File: config.mk
export PLATFORM = sky130hd
export DESIGN_NAME = twin_tee_freq_counter
export DESIGN_NICKNAME = d
export VERILOG_FILES = /design/src/rtl/twin_tee_freq_counter.sv
export SDC_FILE = /design/constraint.sdc
export NUM_CORES = 1
export LEC_CHECK = 0
export CAP_MARGIN = 40
export CORE_UTILIZATION = 55
export CTS_CLUSTER_DIAMETER = 50
export DETAILED_ROUTE_END_ITERATION = 16
export PLACE_DENSITY = 0.85
export RECOVER_POWER = 50
export SYNTH_ARGS = -nofsm -noshare
export SYNTH_HDL_FRONTEND = slang
export SYNTH_SLANG_ARGS = --single-unit
File: constraint.sdc
create_clock -name clk -period 2 [get_ports clk]
set_input_delay 0.4 -clock clk [delete_from_list [all_inputs] [get_ports clk]]
set_output_delay 0.4 -clock clk [all_outputs]
set_load 0.01 [all_outputs]
File: src/rtl/twin_tee_freq_counter.sv
// -----------------------------------------------------------------------------
// twin_tee_freq_counter
//
// Frequency counter for the squared twin-tee oscillator signal. The
// asynchronous input is passed through a three-flop synchronizer, and its
// rising edges are counted over a fixed gate window of GATE_CYCLES clocks.
// Each completed window's count is latched and read out one byte at a time.
//
// Parameters:
//   GATE_CYCLES  gate window length in clk cycles (4 .. 2^24)
//   CNT_W        edge-counter / result width (8 .. 24)
//
// Ports:
//   clk       system clock, sole clock domain
//   rst_n     asynchronous active-low reset
//   ena       block enable; low holds gate/edge counters at 0, result kept
//   osc_in    squared oscillator input, asynchronous to clk
//   hold      high on the terminal cycle freezes the latched result
//   byte_sel  selects the result byte presented on dout
//   dout      selected byte: 0/1/2 = result bytes, 3 = {ovf, wcnt}
//   valid     one-cycle pulse when a new result has been latched
//   ovf       saturation flag belonging to the latched result
// -----------------------------------------------------------------------------
module twin_tee_freq_counter #(
    parameter int GATE_CYCLES = 1000000,
    parameter int CNT_W       = 24
) (
    input  logic       clk,
    input  logic       rst_n,
    input  logic       ena,
    input  logic       osc_in,
    input  logic       hold,
    input  logic [1:0] byte_sel,
    output logic [7:0] dout,
    output logic       valid,
    output logic       ovf
);

    localparam int             GW     = (GATE_CYCLES > 1) ? $clog2(GATE_CYCLES) : 1;
    localparam logic [GW-1:0]  G_LAST = GW'(GATE_CYCLES - 1);
    localparam logic [CNT_W-1:0] C_MAX = '1;

    logic             s1, s2, s3;
    logic             rise;
    logic [GW-1:0]    gcnt;
    logic [CNT_W-1:0] ecnt;
    logic             esat;
    logic [CNT_W-1:0] result;
    logic [6:0]       wcnt;

    logic             terminal;
    logic             at_max;
    logic [CNT_W-1:0] closing_cnt;
    logic             closing_ovf;
    logic [23:0]      result_ext;

    // Synchronizer: s1/s2 resolve metastability, s3 gives the previous
    // synchronized level for edge detection. Keeps running with ena low.
    // NOTE: registers use non-blocking assignments so every flop samples the
    // pre-edge value of its neighbour; blocking here would collapse the chain.
    always_ff @(posedge clk or negedge rst_n) begin
        if (!rst_n) begin
            s1 <= 1'b0;
            s2 <= 1'b0;
            s3 <= 1'b0;
        end else begin
            s1 <= osc_in;
            s2 <= s1;
            s3 <= s2;
        end
    end

    assign rise     = s2 & ~s3;
    assign terminal = ena && (gcnt == G_LAST);
    assign at_max   = (ecnt == C_MAX);

    // A rise on the terminal cycle belongs to the window that is closing,
    // so the latched value folds it in (saturating) rather than dropping it.
    assign closing_cnt = at_max ? ecnt : ecnt + {{(CNT_W-1){1'b0}}, rise};
    assign closing_ovf = esat | (at_max & rise);

    always_ff @(posedge clk or negedge rst_n) begin
        if (!rst_n) begin
            gcnt   <= '0;
            ecnt   <= '0;
            esat   <= 1'b0;
            result <= '0;
            ovf    <= 1'b0;
            wcnt   <= '0;
            valid  <= 1'b0;
        end else begin
            valid <= 1'b0;
            if (!ena) begin
                // Disabled: counting restarts cleanly at gcnt=0 on re-enable,
                // while the last latched result stays readable.
                gcnt <= '0;
                ecnt <= '0;
                esat <= 1'b0;
            end else if (terminal) begin
                if (!hold) begin
                    result <= closing_cnt;
                    ovf    <= closing_ovf;
                    wcnt   <= wcnt + 7'd1;
                    valid  <= 1'b1;
                end
                // The window closes regardless of hold; the next one is
                // back-to-back with no dead cycle.
                gcnt <= '0;
                ecnt <= '0;
                esat <= 1'b0;
            end else begin
                gcnt <= gcnt + 1'b1;
                if (rise) begin
                    if (at_max) begin
                        esat <= 1'b1;
                    end else begin
                        ecnt <= ecnt + 1'b1;
                    end
                end
            end
        end
    end

    // Readout: result zero-extended to 24 bits so bytes above CNT_W read 0.
    // NOTE: every combinational output gets a default before the case so no
    // path leaves it unassigned, which would otherwise infer a latch.
    always_comb begin
        result_ext              = '0;
        result_ext[CNT_W-1:0]   = result;
        dout                    = 8'h00;
        case (byte_sel)
            2'd0:    dout = result_ext[7:0];
            2'd1:    dout = result_ext[15:8];
            2'd2:    dout = result_ext[23:16];
            default: dout = {ovf, wcnt};
        endcase
    end

endmodule

==> impl_metrics.env, run 1 <==
export IMPL_status="complete, but fails checks"
export IMPL_violations="negative setup slack"
export IMPL_synth_seq_cells=81
export IMPL_drt_first_pass_iters=5
export IMPL_place_area_sq_um=5150
export IMPL_dr_first_iter_drc_count=337
export IMPL_syn_area_sq_um=4400
export IMPL_critPathArrivalTime_ns=2.34
export IMPL_r2r_setup_slack_ns=-0.10
export IMPL_drc=0
export IMPL_htree_levels=3
export IMPL_ios=17
export IMPL_die_area_sq_um=8350
export IMPL_grt_pass1_vias=3742
export IMPL_clkLatencyLatePin_ns=0.36
export IMPL_fp_dieH_um=91.4
export IMPL_synthTopCellsByCount="dfrtp_1 (81), nand2_1 (50), a21oi_1 (33)"
export IMPL_maxCapViolCount=0
export IMPL_grt_pass1_wl_um=18500
export IMPL_hp_start="s1$_DFF_PN0_"
export IMPL_fillers=476
export IMPL_async_flop_share=1.00
export IMPL_fin_area_sq_um=5680
export IMPL_setup_ws_ns=-0.101
export IMPL_reg2reg_to="result[6]$_DFFE_PN0P_"
export IMPL_crit_path_end_kind="flip-flop"
export IMPL_rows=32
export IMPL_start_util=0.569
export IMPL_slew_limit_headroom=0.420
export IMPL_viasPerCell=6.41
export IMPL_coreArea_sq_um=7730
export IMPL_ys_warn_count=0
export IMPL_crit_fanout=41
export IMPL_period_needed_ns=2.10
export IMPL_nNetsFinal=559
export IMPL_place_ws_ns=-0.473
export IMPL_dp_hpwl_um=7770
export IMPL_ff_latch_area_sq_um=2030
export IMPL_dieWidth_um=91.4
export IMPL_ys_flop_type="dfrtp_1"
export IMPL_ir_drop_uv=347
export IMPL_synth_nets=474
export IMPL_final_layout_size_suffix_gt1_frac=0.295
export IMPL_cts_root_buf="clkbuf_8"
export IMPL_p_per_area_nw_per_um2=544
export IMPL_multi_input_comb_area_sq_um=2420
export IMPL_cts_tree="done"
export IMPL_worstSetupPathType="reg2reg"
export IMPL_clk_path_buf_depth=2
export IMPL_wl_um=12800
export IMPL_p_leak_nw=2.40
export IMPL_critPathLaunchType="flip-flop"
export IMPL_rsz0062_at_grt="yes"
export IMPL_synth_edff_count=0
export IMPL_fin_util=0.735
export IMPL_grt_max_degree=50
export IMPL_syn_inst=462
export IMPL_period_share=1.05
export IMPL_crit_required_ns=2.24
export IMPL_min_to="s2$_DFF_PN0_"
export IMPL_path_clk_slew_ns=0.09
export IMPL_whs_path_depth=0
export IMPL_cts_sinks=81
export IMPL_area_delta_synth_final_pct=29.3
export IMPL_fmax_mhz=476
export IMPL_hold_viol_final=0
export IMPL_wire_per_inst_um=19.5
export IMPL_yosysSeqAreaShare=0.461
export IMPL_grtUsageTotal=0.286
export IMPL_num_vias=4191
export IMPL_avgSynthCellArea_sq_um=9.51
export IMPL_finClkSkew_ns=0.0108
export IMPL_numPortBuffers=16
export IMPL_synth_distinct_cells=42
export IMPL_r2r_cells=6
export IMPL_synth_top_area_cell="dfrtp_1"
export IMPL_grt_ovfl_total=0
export IMPL_setup_viol=26
export IMPL_gp_congestion=0.912
export IMPL_synthTopCellsByArea="dfrtp_1 (46%), xnor2_1 (4.4%), nand2_1 (4.3%), mux4_2 (4.1%), a21oi_1 (3.8%)"
export IMPL_slew_violations=0
export IMPL_ant_nets=0
export IMPL_antenna_found_initial=0
export IMPL_timing_rr_start="gcnt[15]$_DFF_PN0_"
export IMPL_synthMostInstantiatedCell="dfrtp_1"
export IMPL_hp_class="reg2reg"
export IMPL_synth_top_area_share=0.461
export IMPL_tightest_slew_ns=0.870
export IMPL_num_antenna_cells=0
export IMPL_cts_buffers=9
[repair_timing]
| action | CTS | global route |
|---|---|---|
| pin swaps | 2 | 18 |
| endpoints found under the setup margin | 36 | 48 |
| resized for setup | 44 | 42 |
| hold buffers | 1 | 0 |
| setup buffers | 0 | 14 |
| gates cloned | 0 | 2 |
| hold endpoints to repair | 28 | 0 |
[metrics by stage]
step | total power, W | hold WS, ns | cells | TNS, ns
floorplan | 0.00174 | 0.104 | 462 | -0.00461
global placement | 0.00183 | 0.337 | 621 | -3.72
detailed placement | 0.00183 | 0.339 | 621 | -4.13
CTS | 0.00310 | 0.357 | 638 | -0.00306
global route | 0.00319 | 0.364 | 654 | -2.72
finish | 0.00309 | 0.356 | 654 | -1.57
[per-layer routing]
metal	wire (um)	vias up	share of wire	GRT usage
met2	6290	200	0.49	0.464
li1	-	1868	-	-
met4	546	0	0.043	0.0860
met3	840	69	0.066	0.0561
met5	0	-	0	0
met1	5110	2054	0.40	0.387
[cell families after synthesis]
logic type                 synth area share
DFF                                   0.461
adders and majority gates            0.0142
and+or+nand+nor                       0.247
buffers and inverters                0.0370
muxes                                0.0455
AOI/OAI and AO/OA                     0.118
xor gates and xnor gates             0.0777
[how the worst max path moves through the flow]
stage	startpoint	endpoint	slack, ns	cells after the start
2_1_floorplan	ecnt[0]$_DFFE_PN0P_	ecnt[1]$_DFFE_PN0P_	-0.005	8
3_3_place_gp	byte_sel[0]	dout[7]	-0.45	4
3_5_place_dp	byte_sel[0]	dout[5]	-0.47	4
4_1_cts	ecnt[1]$_DFFE_PN0P_	result[10]$_DFFE_PN0P_	-0.003	7
5_1_grt	gcnt[15]$_DFF_PN0_	result[20]$_DFFE_PN0P_	-0.18	6
6_report	gcnt[15]$_DFF_PN0_	result[6]$_DFFE_PN0P_	-0.10	6
[critical path, stage by stage, from the launching register on]
cell and delay, ns:
dfrtp_1 0.43, or4_4 0.57, nor4_4 0.38, nand3_2 0.18, buf_12 0.22, nand2_1 0.09, o21ai_0 0.10
[final cells by class]
| type | instances | share of cell area |
|---|---|---|
| clock buffer | 10 | 0.0242 |
| inverter | 8 | 0.00529 |
| sequential | 81 | 0.357 |
| tap | 102 | 0.0225 |
| clock inverter | 6 | 0.0130 |
| timing repair buffer | 104 | 0.153 |
| multi-input combinational | 343 | 0.426 |
[state kept, by name, indices dropped and copies added (netlist names)]
name	cells
ecnt	24
esat	1
gcnt	20
ovf	1
result	24
s1	1
s2	1
s3	1
valid	1
wcnt	7
[cell usage in the layout, fill, tap and decap left out, types with 5 or more instances in the layout]
master	instances
dfrtp_1	81
buf_4	76
nand2_1	47
a21oi_1	31
nand3_1	28
nor2_1	24
o21ai_0	24
xnor2_1	21
nand4_1	20
xor2_1	17
or4_1	15
or3_1	12
o211ai_1	10
clkbuf_8	10
o31ai_1	9
mux4_2	8
inv_1	7
o21ai_1	7
buf_2	7
and4_1	5
or4_4	5
buf_12	5
[report_power, final]
group | internal [W] | total [W] | switching, W
clock network | 0.000628 | 0.00128 | 0.000653
registers | 0.00165 | 0.00165 | 0.00000701
logic | 0.0000598 | 0.000155 | 0.0000952
Note: power is estimated with default switching activity, not from simulation.
==> inputs of run 2 (changes only) <==
--- a/config.mk
+++ b/config.mk
@@ -9,7 +9,7 @@
 export CORE_UTILIZATION = 55
 export CTS_CLUSTER_DIAMETER = 50
 export DETAILED_ROUTE_END_ITERATION = 16
-export PLACE_DENSITY = 0.85
+export PLACE_DENSITY = 0.8
 export RECOVER_POWER = 50
 export SYNTH_ARGS = -nofsm -noshare
 export SYNTH_HDL_FRONTEND = slang
==> impl_metrics.env, run 2 (synthesis results as in run 1) <==
export IMPL_grtUsageTotal=0.283
export IMPL_critPathLaunchType="flip-flop"
export IMPL_fin_cells=666
export IMPL_finClkSkew_ns=0.00946
export IMPL_wl_met3_um=846
export IMPL_cts_root_buf="clkbuf_8"
export IMPL_fillers=473
export IMPL_ant_nets=0
export IMPL_cts_buffers=9
export IMPL_violations="negative setup slack"
export IMPL_fmax_mhz=484
export IMPL_period_share=1.03
export IMPL_gp_congestion=0.921
export IMPL_dr_first_iter_drc_count=309
export IMPL_reg2reg_to="result[22]$_DFFE_PN0P_"
export IMPL_fin_area_sq_um=5970
export IMPL_wire_per_inst_um=19.4
export IMPL_die_area_sq_um=8350
export IMPL_final_cell_mix="buf_4 (84), dfrtp_1 (81), nand2_1 (33)"
export IMPL_setup_viol=25
export IMPL_drc=0
export IMPL_maxCapViolCount=0
export IMPL_dp_hpwl_um=8010
export IMPL_status="complete, but fails checks"
export IMPL_hp_class="reg2reg"
export IMPL_worstSetupPathType="reg2reg"
export IMPL_min_to="s2$_DFF_PN0_"
export IMPL_final_layout_size_suffix_gt1_frac=0.342
export IMPL_layout_commonest_cell="buf_4"
export IMPL_num_vias=4175
export IMPL_htree_levels=3
export IMPL_grt_pass1_vias=3790
export IMPL_crit_required_ns=2.29
export IMPL_whs_path_depth=0
export IMPL_grt_pass1_wl_um=18400
export IMPL_fin_util=0.773
export IMPL_slew_violations=0
export IMPL_cts_tree="done"
export IMPL_clkLatencyLatePin_ns=0.36
export IMPL_drt_first_pass_iters=5
export IMPL_num_antenna_cells=0
export IMPL_place_area_sq_um=5210
export IMPL_crit_path_end_kind="flip-flop"
export IMPL_p_leak_nw=2.56
export IMPL_critical_path_top_delay_family="simple AND/OR/NAND/NOR gates"
export IMPL_start_util=0.569
export IMPL_critPathArrivalTime_ns=2.36
export IMPL_grt_max_degree=42
export IMPL_ios=17
export IMPL_wl_met1_um=5160
export IMPL_clk_path_buf_depth=2
export IMPL_timing_rr_start="ecnt[5]$_DFFE_PN0P_"
export IMPL_crit_chain="nand4_1 > or3_4 > or3_4 > or4_1 > nand3_2"
export IMPL_hold_viol_final=0
export IMPL_hp_start="s1$_DFF_PN0_"
export IMPL_tightest_slew_ns=0.639
export IMPL_grt_ovfl_total=0
export IMPL_area_delta_synth_final_pct=35.9
export IMPL_antenna_found_initial=0
export IMPL_timing_critical_path_buf_inv=0
export IMPL_ir_drop_uv=390
export IMPL_r2r_setup_slack_ns=-0.07
export IMPL_nNetsFinal=571
export IMPL_max_stage_delay_ns=0.44
export IMPL_coreArea_sq_um=7730
export IMPL_fp_dieH_um=91.4
export IMPL_dr_wl_met2_um=6420
export IMPL_crit_top_cell="or3_4"
export IMPL_finalPower_w=0.00311
export IMPL_rsz0062_at_grt="yes"
export IMPL_dieWidth_um=91.4
export IMPL_r2r_cells=5
export IMPL_ff_latch_area_sq_um=2030
export IMPL_rows=32
export IMPL_path_clk_slew_ns=0.08
export IMPL_slew_limit_headroom=0.574
export IMPL_place_ws_ns=-0.493
export IMPL_dp_cells=629
export IMPL_numPortBuffers=16
export IMPL_p_per_area_nw_per_um2=521
export IMPL_crit_fanout=4
export IMPL_viasPerCell=6.27
export IMPL_worst_path_max_delay_cell="dfrtp_1"
export IMPL_top_layer="met4"
export IMPL_setup_ws_ns=-0.0662
export IMPL_multi_input_comb_area_sq_um=2530
export IMPL_cts_sinks=81
export IMPL_period_needed_ns=2.07
export IMPL_top_regs="ecnt x24, result x24, gcnt x20"
export IMPL_wl_um=13000
==> run 2: cell count changes in the layout (fill, tap and decap cells not counted), sizes merged, moves of 3 or more <==
cell	before	now
clkbuf	12	16
inv	10	7
buf	92	98
clkdlybuf4s15	2	6
==> run 2: worst max-delay path by stage <==
stage | slack [ns] | to | depth (start not counted) | from
after global placement | -0.42 | dout[2] | 4 | byte_sel[0]
final | -0.07 | result[22]$_DFFE_PN0P_ | 5 | ecnt[5]$_DFFE_PN0P_
after floorplan | -0.005 | ecnt[1]$_DFFE_PN0P_ | 8 | ecnt[0]$_DFFE_PN0P_
after global routing | -0.13 | result[18]$_DFFE_PN0P_ | 7 | ecnt[1]$_DFFE_PN0P_
after CTS | 0.003 | result[10]$_DFFE_PN0P_ | 6 | gcnt[12]$_DFF_PN0_
after detailed placement | -0.49 | dout[1] | 4 | byte_sel[0]
==> run 2: cell type report <==
| cell class | instances | share of cell area |
|---|---|---|
| Clock buffer | 11 | 0.0220 |
| Timing Repair Buffer | 117 | 0.175 |
| Tap cell | 102 | 0.0214 |
| Inverter | 8 | 0.00503 |
| Multi-Input combinational cell | 342 | 0.424 |
| Sequential cell | 81 | 0.339 |
| Clock inverter | 5 | 0.0134 |
==> run 2: per-layer routing <==
metal	track usage	vias up
met5	0	-
met4	0.108	0
met3	0.0670	55
met2	0.458	202
met1	0.368	2032
li1	-	1886
==> run 2: power by group <==
group / internal (W) / leakage, nW / switching, W
Clock: 0.000702 / 0.0995 / 0.000604
Sequential: 0.00165 / 1.12 / 0.00000542
Combinational: 0.0000560 / 1.34 / 0.0000958
==> run 2: what timing repair did <==
action                     4_1_cts  5_1_grt
buffers inserted                 4       11
cloned                           0        6
resized for setup               25       99
pin swaps                        3       34
setup endpoints to repair       22       49
hold buffers                     1        0
hold endpoints to repair        21        0
==> run 2: stage by stage <==
step | hold slack, ns | setup TNS [ns]
floorplan | 0.104 | -0.00461
global placement | 0.328 | -3.70
detailed placement | 0.329 | -3.89
CTS | 0.355 | 0
global route | 0.367 | -3.52
finish | 0.351 | -0.730
